## src/rtl/ss_stream_encoder_2bit.sv

```systemverilog
// -----------------------------------------------------------------------------
// ss_stream_encoder_2bit
//
// Sequenced transmitter for the 2-bit stochastic-symbol datapath. A start
// request latches a 9-bit operand. The block then emits STREAM_LEN 2-bit
// symbols whose mean is value/128. The randomness comes from an internal
// 8-bit Fibonacci LFSR, which is reloaded with LFSR_SEED on every accepted
// start, so every stream for a given operand is repeatable.
//
// Parameters
//   STREAM_LEN  symbols per conversion, 1..511
//   LFSR_SEED   LFSR load value at reset and at every accepted start, non-zero
//
// Ports
//   clk        in   clock, rising edge
//   rst        in   asynchronous active-high reset
//   start      in   conversion request, sampled only in IDLE
//   value      in   9-bit operand, symbol mean = value/128 (saturates above 384)
//   clear      in   synchronous abort back to IDLE, no done pulse
//   ss_ready   in   downstream accepts the current symbol
//   ss_out     out  current symbol (0 outside RUN)
//   ss_valid   out  ss_out is valid (high in RUN)
//   busy       out  high in RUN and DONE
//   done       out  one-cycle pulse after the last symbol is accepted
//   dbg_state  out  FSM state for observation: 0=IDLE 1=RUN 2=DONE
//
// Handshake: a symbol transfers on a rising edge where ss_valid and ss_ready
// are both high. ss_valid never drops while a symbol is pending, and ss_out
// is held unchanged for as long as ss_ready stays low, so no symbol is lost.
// -----------------------------------------------------------------------------
module ss_stream_encoder_2bit #(
  parameter int         STREAM_LEN = 255,
  parameter logic [7:0] LFSR_SEED  = 8'hA5
) (
  input  logic       clk,
  input  logic       rst,
  input  logic       start,
  input  logic [8:0] value,
  input  logic       clear,
  input  logic       ss_ready,
  output logic [1:0] ss_out,
  output logic       ss_valid,
  output logic       busy,
  output logic       done,
  output logic [1:0] dbg_state
);

  typedef enum logic [1:0] {
    S_IDLE = 2'd0,
    S_RUN  = 2'd1,
    S_DONE = 2'd2
  } state_t;

  // Index of the final symbol; the stream ends when this one is accepted.
  localparam logic [8:0] LAST_IDX = 9'(STREAM_LEN - 1);

  // Operand + random threshold at or above this value saturates to symbol 3.
  localparam logic [9:0] SAT_LEVEL = 10'd384;

  state_t     state;
  logic [8:0] value_reg;
  logic [7:0] lfsr;
  logic [8:0] count;

  logic [7:0] lfsr_next;
  logic [9:0] sum_t;
  logic [1:0] sym;
  logic       xfer;

  // Fibonacci LFSR, taps 8,6,5,4 (maximal length, period 255).
  assign lfsr_next = {lfsr[6:0], lfsr[7] ^ lfsr[5] ^ lfsr[4] ^ lfsr[3]};

  // The symbol is floor((value + r) / 128) with r uniform over the low seven
  // LFSR bits, which gives a mean of value/128 over a full LFSR period.
  // Results of 3 or more are clamped to the largest 2-bit symbol.
  assign sum_t = {1'b0, value_reg} + {3'b000, lfsr[6:0]};
  assign sym   = (sum_t >= SAT_LEVEL) ? 2'd3 : sum_t[8:7];

  assign xfer = (state == S_RUN) && ss_ready;

  // Status outputs are decoded straight from the state register and the
  // symbol only from value_reg/lfsr, so nothing depends on input timing.
  assign ss_valid  = (state == S_RUN);
  assign busy      = (state != S_IDLE);
  assign done      = (state == S_DONE);
  assign ss_out    = (state == S_RUN) ? sym : 2'd0;
  assign dbg_state = state;

  always_ff @(posedge clk or posedge rst) begin
    if (rst) begin
      state     <= S_IDLE;
      value_reg <= 9'd0;
      lfsr      <= LFSR_SEED;
      count     <= 9'd0;
    end else if (clear) begin
      // Abort wins over every transition. lfsr and value_reg are kept; the
      // next accepted start reloads both anyway.
      state <= S_IDLE;
      count <= 9'd0;
    end else begin
      case (state)
        S_IDLE: begin
          if (start) begin
            value_reg <= value;
            lfsr      <= LFSR_SEED;
            count     <= 9'd0;
            state     <= S_RUN;
          end
        end
        S_RUN: begin
          if (xfer) begin
            lfsr  <= lfsr_next;
            count <= count + 9'd1;
            if (count == LAST_IDX) begin
              state <= S_DONE;
            end
          end
        end
        S_DONE: begin
          state <= S_IDLE;
        end
        default: begin
          state <= S_IDLE;
        end
      endcase
    end
  end

endmodule

```

## config.mk

```make
export PLATFORM = sky130hd
export DESIGN_NAME = ss_stream_encoder_2bit
export DESIGN_NICKNAME = d
export VERILOG_FILES = /design/src/rtl/ss_stream_encoder_2bit.sv
export SDC_FILE = /design/constraint.sdc
export NUM_CORES = 1
export LEC_CHECK = 0
export CORE_UTILIZATION = 58
export DETAILED_ROUTE_END_ITERATION = 16
export MAX_ROUTING_LAYER = met4
export PLACE_DENSITY = 0.86
export SETUP_SLACK_MARGIN = 0.05
export SYNTH_ARGS = -nofsm -noshare
export SYNTH_HDL_FRONTEND = slang
export SYNTH_SLANG_ARGS = --single-unit
```

## constraint.sdc

```tcl
create_clock -name clk -period 6.3 [get_ports clk]
set_clock_uncertainty 0.2 [all_clocks]
set_input_delay 1.575 -clock clk [delete_from_list [all_inputs] [get_ports clk]]
set_output_delay 1.575 -clock clk [all_outputs]
set_load 0.005 [all_outputs]
```

==> flow_summary.toml <==
[synth]
netlist_top_cells_area = "dfrtp_1 (39%), ha_1 (7.3%), dfstp_2 (6.8%), mux2_2 (5.8%), nand2_1 (2.7%)"
yosysWarnings = 0
yosysTopAreaCell = "dfrtp_1"
async_reset_ff_frac = 1.00
synth_area_per_cell_um2 = 10.7
syn-num-nets = 168
synth_top_area_frac = 0.390
synthCells = 144
synth.most_common_cell = "dfrtp_1"
yosys_most_used_dff = "dfrtp_1"
synth-seq-cells = 28
yosysSeqAreaShare = 0.458
synth_edf_count = 0
ys_types = 45
synthTopCellsByCount = "dfrtp_1 (24), nand2_1 (11), ha_1 (9)"
syn_area_um2 = 1540

[clocking]
postCtsSetupRepairBufs = 0
cts_buffers = 3
clock-root-buffer = "clkbuf_4"
hold_buffers = 0
cts.clk_slew.worst_paths_ns = 0.15
cts_tree = "yes"
cts.sinks = 28
cts.htree.levels = 1
cts-resized-gates = 0
cts_buffer_depth = 2
insertion_delay_ns = 0.34

[layout]
drive_gt1_frac = 0.134
fillers = 184
nets = 189
antenna_cells_inserted = 0
post-route-util = 0.715
syn2layout_area_growth_pct = 16.0

[grt]
grtUsageMet3 = 0.0395
antenna_found_initial = 0
grt_first_pass_wirelength_um = 4860
grt.total_usage = 0.246
gr-usage-met1 = 0.314
grt_pass1_vias = 1111
grtUsageMet2 = 0.381
grt_max_degree = 29
gr-max-usage-layer = "met2"
grt_overflow = 0

[die]
ios = 21
die_w_um = 53.5
dieHeight_um = 53.5
initial_core_util = 0.616
die_area_um2 = 2870
core-area_um2 = 2500
rows = 18

[timing]
fin_crit_sh = 0.716
min_period_ns = 4.51
max_slew.worst_pin.slew_ns = 1.03
slew_headroom = 0.310
finalSetupTns_ns = 0
fmax_mhz = 222
rsz0062_at_grt = "no"
finalSetupViolations = 0
finalMaxSlewViolations = 0
final_hold_viol_count = 0

[drt]
num_vias = 1186
drt-total-wl_um = 3080
ant_nets = 0
drt_iter0_drc = 33
wl_per_cell_um = 15.9
first_pass_iters = 4
viasPerCell = 6.11
drc_errors = 0

[pwr]
max-vdd-ir-drop_uv = 209
total_power_uw = 439
powerDensity_nw_per_um2 = 246
leakagePower_nw = 0.798

[critical_path]
required_ns = 4.53
path_max_fanout = 2
critPathKind = "flop to primary output"
worst_setup_path_start_kind = "flop"
cp-end-kind = "primary output"
worstPathArrival_ns = 2.73

[placement]
io_buffers = 20
hpwl_um = 2260
finalWeightedCongestion = 0.850

[worst_hold_path]
hold_class = "flop to flop"

[run_status]
outcome = "complete, no violations"

[job]
drv_cap = 0
==> layer usage <==
metal  wire length (um)  share of wire  up-vias
met1               1470           0.48      570
met3                131          0.042        7
met5                  0              0        -
met4                 51          0.017        0
met2               1430           0.46       33
li1                   -              -      576
==> worst paths after layout <==
kind,start,endpoint,slack [ns],cells after the start
setup / recovery,value_reg[0],ss_out[1],1.79,7
setup reg to reg,dbg_state[1],value_reg[6],3.81,3
hold / removal,lfsr[7],lfsr[7],0.34,1
min in group asynchronous,rst,count[3],1.56,2
max in group asynchronous,rst,count[7],3.72,2
hold reg to reg,lfsr[7],lfsr[7],0.34,1
==> where the power goes <==
group          internal, mW  switching (mW)  total (mW)
logic                0.0687          0.0604       0.129
clock network        0.0250          0.0560      0.0809
registers             0.207          0.0224       0.229
==> layout by cell type, fill, tap and decap left out, types with 2 or more instances in the layout <==
| cell | n |
|---|---|
| nand2_1 | 11 |
| xor2_1 | 2 |
| a21oi_1 | 8 |
| clkdlybuf4s50_1 | 20 |
| o21ai_0 | 7 |
| a22o_1 | 4 |
| nand4_1 | 2 |
| or4_1 | 3 |
| nor3_1 | 2 |
| o31ai_1 | 3 |
| mux2_2 | 8 |
| or3_1 | 2 |
| nand3_1 | 3 |
| ha_1 | 9 |
| mux2i_1 | 3 |
| a21o_1 | 3 |
| o22a_1 | 3 |
| nor2_1 | 7 |
| clkbuf_4 | 3 |
| a211oi_1 | 3 |
| dfstp_2 | 4 |
| or2_2 | 2 |
| dfrtp_1 | 24 |
| inv_1 | 6 |
==> worst max-delay path, stage by stage (launching register included) <==
cell and delay (ns):
dfrtp_1 0.41, ha_1 0.22, fa_1 0.37, a211oi_1 0.32
nor4_1 0.10, a21bo_2 0.22, a211oi_1 0.22, clkdlybuf4s50_1 0.54
==> kinds of logic (layout without fill, tap and decap cells) <==
family          after synthesis  in the layout  share of synthesized area
xor+xnor                      3              3                     0.0171
buf+inv                      10             30                     0.0260
mux                          11             11                     0.0780
compound gates               40             40                      0.188
flops                        28             28                      0.458
simple gates                 42             42                      0.147
fa+ha+maj                    10             10                     0.0861
==> metrics by stage <==
stage | cell area [um2] | hold WS (ns) | cells | setup slack [ns]
after global routing | 1790 | 0.345 | 194 | 1.64
after detailed placement | 1760 | 0.305 | 190 | 2.19
after global placement | 1760 | 0.299 | 190 | 2.23
final | 1790 | 0.336 | 194 | 1.79
after floorplan | 1540 | 0.287 | 144 | 2.79
after CTS | 1790 | 0.339 | 194 | 1.77
==> final cells by class <==
class	count	area, um2	area share
well taps	30	37.5	0.0210
inverters	6	22.5	0.0126
flip-flops and latches	28	706	0.395
clock buffers	4	26.3	0.0147
repair buffers	20	200	0.112
multi-input cells	106	795	0.445
(Power assumes the default switching activity.)
